## config.mk

```make
export PLATFORM = sky130hd
export DESIGN_NAME = uart_rx_deserializer_flat
export DESIGN_NICKNAME = d
export VERILOG_FILES = /design/src/rtl/uart_pkg.sv /design/src/rtl/uart_rx_deserializer_if.sv /design/src/rtl/uart_rx_deserializer_rx_shift_reg.sv /design/src/rtl/uart_rx_deserializer.sv /design/src/flat_wrapper.sv
export SDC_FILE = /design/constraint.sdc
export NUM_CORES = 1
export LEC_CHECK = 0
export ABC_AREA = 0
export CORE_UTILIZATION = 50
export DETAILED_ROUTE_END_ITERATION = 10
export GPL_TIMING_DRIVEN = 0
export PLACE_DENSITY = 0.74
export SYNTH_ARGS = -nofsm -noshare
export SYNTH_HDL_FRONTEND = slang
export SYNTH_HIERARCHICAL = 1
export SYNTH_SLANG_ARGS = --single-unit
export TNS_END_PERCENT = 20
```

## constraint.sdc

```tcl
create_clock -name clk -period 1.95 [get_ports clk]
set_input_delay 0.2925 -clock clk [delete_from_list [all_inputs] [get_ports clk]]
set_output_delay 0.2925 -clock clk [all_outputs]
set_load 0.005 [all_outputs]
```

## src/rtl/uart_pkg.sv

```systemverilog
// Shared UART definitions: the receiver FSM state encoding and the default bit timing.
// The transmit side imports the same package.
package uart_pkg;

  typedef enum logic [2:0] {
    IDLE   = 3'd0,
    START  = 3'd1,
    DATA   = 3'd2,
    PARITY = 3'd3,
    STOP   = 3'd4
  } uart_state_e;

  // 50 MHz system clock, 115200 baud
  localparam int CLKS_PER_BIT_DEFAULT = 434;

endpackage

```

## src/rtl/uart_rx_deserializer_if.sv

```systemverilog
// Pad-side serial input, flag clear and received-word/status bundle of the UART receiver.
// slave is the receiver itself; master is whoever drives the line and consumes the word.
interface uart_rx_deserializer_if #(
  parameter int WORD_LENGTH = 8
);

  logic                   SerialDataIn;
  logic                   clr_rx_flag;
  logic [WORD_LENGTH-1:0] DataRX;
  logic                   rx_flag;
  logic                   parity_error;
  logic                   framing_error;
  logic                   overrun;
  logic                   rx_busy;

  modport slave (
    input  SerialDataIn,
    input  clr_rx_flag,
    output DataRX,
    output rx_flag,
    output parity_error,
    output framing_error,
    output overrun,
    output rx_busy
  );

  modport master (
    output SerialDataIn,
    output clr_rx_flag,
    input  DataRX,
    input  rx_flag,
    input  parity_error,
    input  framing_error,
    input  overrun,
    input  rx_busy
  );

endinterface

```

## src/rtl/uart_rx_deserializer_rx_shift_reg.sv

```systemverilog
// Receive shift register: new bits enter at the MSB and move right,
// so the first (LSB-first) serial bit ends up in bit 0.
module rx_shift_reg #(
  parameter int WIDTH = 8
) (
  input  logic             clk,
  input  logic             reset,
  input  logic             clr,
  input  logic             shift_en,
  input  logic             bit_in,
  output logic [WIDTH-1:0] data_o
);

  logic [WIDTH-1:0] data_d;
  logic [WIDTH-1:0] data_q;

  always_comb begin
    data_d = data_q;
    if (clr) begin
      data_d = '0;
    end else if (shift_en) begin
      data_d = {bit_in, data_q[WIDTH-1:1]};
    end else begin
      data_d = data_q;
    end
  end

  always_ff @(posedge clk) begin
    if (reset) begin
      data_q <= '0;
    end else begin
      data_q <= data_d;
    end
  end

  assign data_o = data_q;

endmodule

```

## src/rtl/uart_rx_deserializer.sv

```systemverilog
// UART receiver: synchronises the serial line, samples each bit at mid-point and
// publishes complete words with sticky valid/parity/framing/overrun status.
module uart_rx_deserializer
  import uart_pkg::*;
#(
  parameter int WORD_LENGTH  = 8,
  parameter int CLKS_PER_BIT = CLKS_PER_BIT_DEFAULT,
  parameter bit PARITY_EN    = 1'b0
) (
  input  logic                  clk,
  input  logic                  reset,
  uart_rx_deserializer_if.slave bus
);

  localparam int CNT_W = $clog2(CLKS_PER_BIT);
  localparam int BIT_W = $clog2(WORD_LENGTH + 1);

  localparam logic [CNT_W-1:0] HALF_CNT = CNT_W'(CLKS_PER_BIT / 2 - 1);
  localparam logic [CNT_W-1:0] FULL_CNT = CNT_W'(CLKS_PER_BIT - 1);
  localparam logic [BIT_W-1:0] LAST_BIT = BIT_W'(WORD_LENGTH - 1);

  function automatic logic parity_mismatch(input logic [WORD_LENGTH-1:0] word, input logic pbit);
    return (^word) ^ pbit;
  endfunction

  logic sync1_q, sync2_q, prev_q;
  logic rx_s, fall_s;

  uart_state_e            state_d, state_q;
  logic [CNT_W-1:0]       clk_cnt_d, clk_cnt_q;
  logic [BIT_W-1:0]       bit_cnt_d, bit_cnt_q;
  logic                   par_err_d, par_err_q;
  logic [WORD_LENGTH-1:0] data_rx_d, data_rx_q;
  logic                   rx_flag_d, rx_flag_q;
  logic                   parity_error_d, parity_error_q;
  logic                   framing_error_d, framing_error_q;
  logic                   overrun_d, overrun_q;
  logic                   rx_busy_d, rx_busy_q;
  logic                   sh_clr_s, sh_en_s;
  logic [WORD_LENGTH-1:0] shreg_s;

  // Sync flops reset to 1 so an idle line right after reset is not seen as a start edge
  always_ff @(posedge clk) begin
    if (reset) begin
      sync1_q <= 1'b1;
      sync2_q <= 1'b1;
      prev_q  <= 1'b1;
    end else begin
      sync1_q <= bus.SerialDataIn;
      sync2_q <= sync1_q;
      prev_q  <= sync2_q;
    end
  end

  assign rx_s   = sync2_q;
  assign fall_s = prev_q & ~sync2_q;

  rx_shift_reg #(
    .WIDTH(WORD_LENGTH)
  ) u_shreg (
    .clk     (clk),
    .reset   (reset),
    .clr     (sh_clr_s),
    .shift_en(sh_en_s),
    .bit_in  (rx_s),
    .data_o  (shreg_s)
  );

  always_comb begin
    state_d         = state_q;
    clk_cnt_d       = clk_cnt_q;
    bit_cnt_d       = bit_cnt_q;
    par_err_d       = par_err_q;
    data_rx_d       = data_rx_q;
    rx_flag_d       = rx_flag_q;
    parity_error_d  = parity_error_q;
    framing_error_d = framing_error_q;
    overrun_d       = overrun_q;
    sh_clr_s        = 1'b0;
    sh_en_s         = 1'b0;

    // Clear is applied first so a flag set later in this block takes priority
    if (bus.clr_rx_flag) begin
      rx_flag_d       = 1'b0;
      parity_error_d  = 1'b0;
      framing_error_d = 1'b0;
      overrun_d       = 1'b0;
    end else begin
      rx_flag_d       = rx_flag_q;
    end

    case (state_q)
      IDLE: begin
        clk_cnt_d = '0;
        bit_cnt_d = '0;
        if (fall_s) begin
          state_d   = START;
          sh_clr_s  = 1'b1;
          par_err_d = 1'b0;
        end else begin
          state_d   = IDLE;
        end
      end
      START: begin
        if (clk_cnt_q == HALF_CNT) begin
          clk_cnt_d = '0;
          state_d   = rx_s ? IDLE : DATA;
        end else begin
          clk_cnt_d = clk_cnt_q + CNT_W'(1);
        end
      end
      DATA: begin
        if (clk_cnt_q == FULL_CNT) begin
          clk_cnt_d = '0;
          sh_en_s   = 1'b1;
          if (bit_cnt_q == LAST_BIT) begin
            bit_cnt_d = '0;
            state_d   = PARITY_EN ? PARITY : STOP;
          end else begin
            bit_cnt_d = bit_cnt_q + BIT_W'(1);
          end
        end else begin
          clk_cnt_d = clk_cnt_q + CNT_W'(1);
        end
      end
      PARITY: begin
        if (clk_cnt_q == FULL_CNT) begin
          clk_cnt_d = '0;
          par_err_d = parity_mismatch(shreg_s, rx_s);
          state_d   = STOP;
        end else begin
          clk_cnt_d = clk_cnt_q + CNT_W'(1);
        end
      end
      STOP: begin
        if (clk_cnt_q == FULL_CNT) begin
          clk_cnt_d = '0;
          state_d   = IDLE;
          if (rx_s) begin
            data_rx_d      = shreg_s;
            rx_flag_d      = 1'b1;
            parity_error_d = par_err_q;
            overrun_d      = rx_flag_q;
          end else begin
            framing_error_d = 1'b1;
          end
        end else begin
          clk_cnt_d = clk_cnt_q + CNT_W'(1);
        end
      end
      default: begin
        state_d   = IDLE;
        clk_cnt_d = '0;
        bit_cnt_d = '0;
      end
    endcase

    rx_busy_d = (state_d != IDLE);
  end

  // FSM, counters and all published status
  always_ff @(posedge clk) begin
    if (reset) begin
      state_q         <= IDLE;
      clk_cnt_q       <= '0;
      bit_cnt_q       <= '0;
      par_err_q       <= 1'b0;
      data_rx_q       <= '0;
      rx_flag_q       <= 1'b0;
      parity_error_q  <= 1'b0;
      framing_error_q <= 1'b0;
      overrun_q       <= 1'b0;
      rx_busy_q       <= 1'b0;
    end else begin
      state_q         <= state_d;
      clk_cnt_q       <= clk_cnt_d;
      bit_cnt_q       <= bit_cnt_d;
      par_err_q       <= par_err_d;
      data_rx_q       <= data_rx_d;
      rx_flag_q       <= rx_flag_d;
      parity_error_q  <= parity_error_d;
      framing_error_q <= framing_error_d;
      overrun_q       <= overrun_d;
      rx_busy_q       <= rx_busy_d;
    end
  end

  assign bus.DataRX        = data_rx_q;
  assign bus.rx_flag       = rx_flag_q;
  assign bus.parity_error  = parity_error_q;
  assign bus.framing_error = framing_error_q;
  assign bus.overrun       = overrun_q;
  assign bus.rx_busy       = rx_busy_q;

endmodule

```

## src/flat_wrapper.sv

```systemverilog
// flat-port wrapper written by rule: the top's interface ports become plain ports
module uart_rx_deserializer_flat import uart_pkg::*;
#(
  parameter int WORD_LENGTH  = 8,
  parameter int CLKS_PER_BIT = CLKS_PER_BIT_DEFAULT,
  parameter bit PARITY_EN    = 1'b0
)
  (clk, reset, bus_SerialDataIn, bus_clr_rx_flag, bus_DataRX, bus_rx_flag, bus_parity_error, bus_framing_error, bus_overrun, bus_rx_busy);
  uart_rx_deserializer_if #(.WORD_LENGTH(WORD_LENGTH)) bus_i ();
  input  logic clk;
  input  logic reset;
  input wire logic [$bits(bus_i.SerialDataIn)-1:0] bus_SerialDataIn;
  input wire logic [$bits(bus_i.clr_rx_flag)-1:0] bus_clr_rx_flag;
  output wire logic [$bits(bus_i.DataRX)-1:0] bus_DataRX;
  output wire logic [$bits(bus_i.rx_flag)-1:0] bus_rx_flag;
  output wire logic [$bits(bus_i.parity_error)-1:0] bus_parity_error;
  output wire logic [$bits(bus_i.framing_error)-1:0] bus_framing_error;
  output wire logic [$bits(bus_i.overrun)-1:0] bus_overrun;
  output wire logic [$bits(bus_i.rx_busy)-1:0] bus_rx_busy;
  assign bus_i.SerialDataIn = bus_SerialDataIn;
  assign bus_i.clr_rx_flag = bus_clr_rx_flag;
  assign bus_DataRX = bus_i.DataRX;
  assign bus_rx_flag = bus_i.rx_flag;
  assign bus_parity_error = bus_i.parity_error;
  assign bus_framing_error = bus_i.framing_error;
  assign bus_overrun = bus_i.overrun;
  assign bus_rx_busy = bus_i.rx_busy;
  uart_rx_deserializer #(.WORD_LENGTH(WORD_LENGTH), .CLKS_PER_BIT(CLKS_PER_BIT), .PARITY_EN(PARITY_EN)) u_core (.clk(clk), .reset(reset), .bus(bus_i));
endmodule
```

==> metrics.txt <==
# TYPE chip_impl_metric gauge
chip_impl_info{name="run_status",value="completed"} 1
chip_impl_metric{name="first_global_vias",unit=""} 1460
chip_impl_metric{name="cp.depth",unit=""} 7
chip_impl_metric{name="filler_cell_count",unit=""} 288
chip_impl_metric{name="ios",unit=""} 17
chip_impl_metric{name="vdd.ir_drop.worst",unit="uV"} 507.3
chip_impl_metric{name="cp.arrival",unit="ps"} 1980
chip_impl_metric{name="die_height",unit="um"} 62.92
chip_impl_metric{name="cts-hold-fix-buffers",unit=""} 0
chip_impl_metric{name="yosys_warnings",unit=""} 6
chip_impl_metric{name="gpl.final_weighted_congestion",unit=""} 0.8606
chip_impl_info{name="layout.cells.most_common",value="sky130_fd_sc_hd__dfxtp_1"} 1
chip_impl_metric{name="numCtsBuffers",unit=""} 5
chip_impl_info{name="tritoncts_clock_tree",value="built"} 1
chip_impl_metric{name="nNetsFinal",unit=""} 230
chip_impl_metric{name="worst-endpoint-required",unit="ps"} 2140
chip_impl_metric{name="fin_tns_setup",unit="ps"} 0
chip_impl_metric{name="maxSlewHeadroom",unit=""} 0.6916
chip_impl_metric{name="postCtsResizedCells",unit=""} 0
chip_impl_metric{name="maxCapViolations",unit=""} 0
chip_impl_metric{name="fin_worst_skew",unit="ps"} 4.352
chip_impl_metric{name="min_period",unit="ps"} 1794
chip_impl_metric{name="globalRouteTotalUtil",unit=""} 0.2032
chip_impl_metric{name="design.core.area",unit="um2"} 3442
chip_impl_info{name="cpLargestDelayFamily",value="simple AND/OR/NAND/NOR gates"} 1
chip_impl_metric{name="postSynthRegisterBits",unit=""} 41
chip_impl_metric{name="p_sw",unit="mW"} 0.3081
chip_impl_metric{name="clock_power_share",unit=""} 0.397
chip_impl_metric{name="path_max_fanout",unit=""} 8
chip_impl_metric{name="post_route_cells_drive_above_1_share",unit=""} 0.09865
chip_impl_info{name="timing_worst_setup_path_type",value="reg -> reg"} 1
chip_impl_metric{name="report.final.slew_viol_count",unit=""} 0
chip_impl_metric{name="whs",unit="ps"} 434.9
chip_impl_metric{name="async_reset_ff_frac",unit=""} 0
chip_impl_info{name="ctsRootBufferMaster",value="sky130_fd_sc_hd__clkbuf_8"} 1
chip_impl_metric{name="clock_insertion_delay_worst_skew",unit="ps"} 290
chip_impl_metric{name="yosys.cell_types.count",unit=""} 45
chip_impl_info{name="worstReg2RegEnd",value="u_core/u_shreg/data_o[1]"} 1
chip_impl_info{name="holdCritPathClass",value="reg -> reg"} 1
chip_impl_info{name="hp-start",value="u_core/sync1_q"} 1
chip_impl_metric{name="finalHoldViolCount",unit=""} 0
chip_impl_metric{name="cts.path.max_buffers",unit=""} 2
chip_impl_metric{name="initial_core_util",unit=""} 0.5391
chip_impl_metric{name="cts-htree-levels",unit=""} 2
chip_impl_metric{name="synth_cells",unit=""} 199
chip_impl_info{name="worstSetupStartpoint",value="u_core/clk_cnt_q[0]"} 1
chip_impl_info{name="endpoint_kind",value="register"} 1
chip_impl_metric{name="reg2reg_slack",unit="ps"} 160
chip_impl_metric{name="wl_per_cell",unit="um"} 13.76
chip_impl_metric{name="total_leakage_power",unit="nW"} 0.8083
chip_impl_metric{name="worstMarginPinSlew",unit="ps"} 458.4
chip_impl_info{name="timing.critical_path.from_type",value="register"} 1
chip_impl_metric{name="p_seq_frac",unit=""} 0.566
chip_impl_metric{name="route.vias.total",unit=""} 1481
chip_impl_metric{name="n_antenna_cell",unit=""} 0
chip_impl_metric{name="grt_max_degree",unit=""} 13
chip_impl_metric{name="fp.dieArea",unit="um2"} 3959
chip_impl_info{name="path_cells",value="ha_1, and4bb_2, nand2_1, nor3_1, buf_4, mux2i_1, nor2_1"} 1
chip_impl_metric{name="netlist.area_leader.share",unit=""} 0.4423
chip_impl_info{name="final_cell_mix",value="sky130_fd_sc_hd__dfxtp_1, sky130_fd_sc_hd__nor2_1, sky130_fd_sc_hd__mux2i_1, sky130_fd_sc_hd__clkdlybuf4s50_1"} 1
chip_impl_metric{name="clkSlewWorstSetupHoldPaths",unit="ps"} 70
chip_impl_metric{name="post_cts.repair.setup_buffers",unit=""} 0
chip_impl_metric{name="placementRows",unit=""} 21
chip_impl_metric{name="ff2ff_path_depth",unit=""} 7
chip_impl_metric{name="clkSinkCount",unit=""} 41
chip_impl_info{name="rsz0062_at_grt",value="no"} 1
chip_impl_info{name="postSynth.topFlopCell",value="sky130_fd_sc_hd__dfxtp_1"} 1
chip_impl_metric{name="grt_overflow_total",unit=""} 0
chip_impl_metric{name="first_pass_iteration_count_of_the_detailed_router",unit=""} 4
chip_impl_metric{name="finalSetupViolations",unit=""} 0
chip_impl_metric{name="routed_wl",unit="um"} 3702
chip_impl_metric{name="cell_internal_pwr",unit="mW"} 1.187
chip_impl_metric{name="remaining_drcs",unit=""} 0
chip_impl_metric{name="synth-edff-count",unit=""} 0
chip_impl_metric{name="critPathBufInv",unit=""} 1
chip_impl_info{name="cp_slowest_cell",value="sky130_fd_sc_hd__dfxtp_1"} 1
chip_impl_metric{name="hpwlAfterDp",unit="um"} 2738
chip_impl_metric{name="synth.net_count",unit=""} 207
chip_impl_metric{name="chipWidth",unit="um"} 62.92
chip_impl_metric{name="syn-cell-area",unit="um2"} 1856
chip_impl_metric{name="timing.critical_path.slowest_cell_delay",unit="ps"} 400
chip_impl_info{name="endpoint",value="u_core/u_shreg/data_o[1]"} 1
chip_impl_metric{name="area_delta_synth_final",unit="%"} 17.20
chip_impl_metric{name="postSynthAreaPerCell",unit="um2"} 9.324
chip_impl_metric{name="achievable-frequency",unit="MHz"} 557.4
chip_impl_metric{name="port_buffers",unit=""} 16
chip_impl_metric{name="power.combinational.fraction",unit=""} 0.036
chip_impl_info{name="origin_of_the_critical_flop_to_flop_path",value="u_core/clk_cnt_q[0]"} 1
chip_impl_info{name="synthDominantAreaCellType",value="sky130_fd_sc_hd__dfxtp_1"} 1
chip_impl_metric{name="route.antenna.remaining_nets",unit=""} 0
chip_impl_metric{name="number_of_antenna_violations_at_the_first_check_in_global_routing",unit=""} 0
chip_impl_metric{name="power_density",unit="nW/um2"} 687.4
chip_impl_metric{name="first_pass_grt_wire_length",unit="um"} 6272
chip_impl_metric{name="period_share",unit=""} 0.9200
chip_impl_metric{name="vias_per_cell",unit=""} 5.506
chip_impl_info{name="synth_top_cells_by_area",value="sky130_fd_sc_hd__dfxtp_1, sky130_fd_sc_hd__mux2i_1, sky130_fd_sc_hd__nor2_1"} 1
chip_impl_metric{name="seq_area_frac_synth",unit=""} 0.4423
chip_impl_metric{name="switching_share",unit=""} 0.2061
chip_impl_metric{name="drt-initial-drc-count",unit=""} 74
## power by group through the flow
stage / sequential (mW) / combinational [mW] / clock [mW]
after floorplan: 0.865 / 0.0354 / 0
after global placement: 0.866 / 0.0518 / 0
after detailed placement: 0.866 / 0.0537 / 0
after CTS: 0.846 / 0.0542 / 0.610
after global routing: 0.847 / 0.0589 / 0.645
final: 0.847 / 0.0541 / 0.594
## metrics by stage
step / util / cells / setup WS (ps) / area (um2) / power [mW]
6_report: 0.6318 / 269 / 156.1 / 2175 / 1.495
5_1_grt: 0.6318 / 269 / 43.19 / 2175 / 1.551
4_1_cts: 0.6318 / 269 / 171.5 / 2175 / 1.511
3_5_place_dp: 0.6023 / 261 / 68.49 / 2073 / 0.9197
3_3_place_gp: 0.6023 / 261 / 118.1 / 2073 / 0.9178
2_1_floorplan: - / 199 / 320.9 / 1856 / 0.9001
## registers in the layout (all words and copies together) (netlist names), 3 cells and up
register               cells
u_core/state_q             3
u_core/u_shreg/data_o      8
u_core/clk_cnt_q           9
u_core/bit_cnt_q           4
u_core/bus.DataRX          8
## Yosys cell counts (2+ instances only)
library cell / instances
sky130_fd_sc_hd__nand2b_1: 3
sky130_fd_sc_hd__o21ai_0: 4
sky130_fd_sc_hd__ha_1: 4
sky130_fd_sc_hd__o21bai_1: 2
sky130_fd_sc_hd__clkbuf_1: 2
sky130_fd_sc_hd__nor3_1: 3
sky130_fd_sc_hd__or2_2: 3
sky130_fd_sc_hd__dfxtp_1: 41
sky130_fd_sc_hd__xor2_1: 4
sky130_fd_sc_hd__o31ai_1: 2
sky130_fd_sc_hd__nand3_1: 8
sky130_fd_sc_hd__xnor2_1: 9
sky130_fd_sc_hd__mux2i_1: 17
sky130_fd_sc_hd__o211ai_1: 2
sky130_fd_sc_hd__nor2_1: 36
sky130_fd_sc_hd__nor4_1: 2
sky130_fd_sc_hd__nand4_1: 4
sky130_fd_sc_hd__a21oi_1: 8
sky130_fd_sc_hd__buf_2: 3
sky130_fd_sc_hd__nand2_1: 7
sky130_fd_sc_hd__nor2b_1: 3
sky130_fd_sc_hd__inv_1: 9
## logic make-up after synthesis
group | share of synthesized area
mux | 0.09170
buf+inv | 0.04046
fa+ha+maj | 0.02697
simple gates | 0.2441
flops | 0.4423
compound gates | 0.08091
xor+xnor | 0.07350
## cell type report
| class | instances | area [um2] | area share |
|---|---|---|---|
| multi-input combinational | 142 | 959.7 | 0.4413 |
| timing repair buffer | 16 | 160.2 | 0.07365 |
| sequential | 41 | 820.8 | 0.3774 |
| buffer | 7 | 41.29 | 0.01899 |
| inverter | 9 | 33.78 | 0.01554 |
| tap | 46 | 57.56 | 0.02647 |
| clock inverter | 1 | 5.005 | 0.002301 |
| clock buffer | 7 | 96.34 | 0.04430 |
## worst min-delay path by stage
stage	slack (ps)	depth (start not counted)	to
floorplan	390	1	u_core/rx_s
global placement	400	1	u_core/rx_s
detailed placement	420	1	u_core/rx_s
CTS	440	1	u_core/rx_s
global route	470	1	u_core/rx_s
finish	430	1	u_core/rx_s
## metal layers
| layer | track usage | wire [um] | vias up |
|---|---|---|---|
| met5 | 0 | 0 | - |
| met4 | 0.1017 | 81 | 0 |
| met3 | 0.05474 | 180 | 12 |
| met2 | 0.3602 | 1826 | 43 |
| met1 | 0.2190 | 1614 | 693 |
| li1 | - | - | 733 |
(Power assumes the default switching activity.)
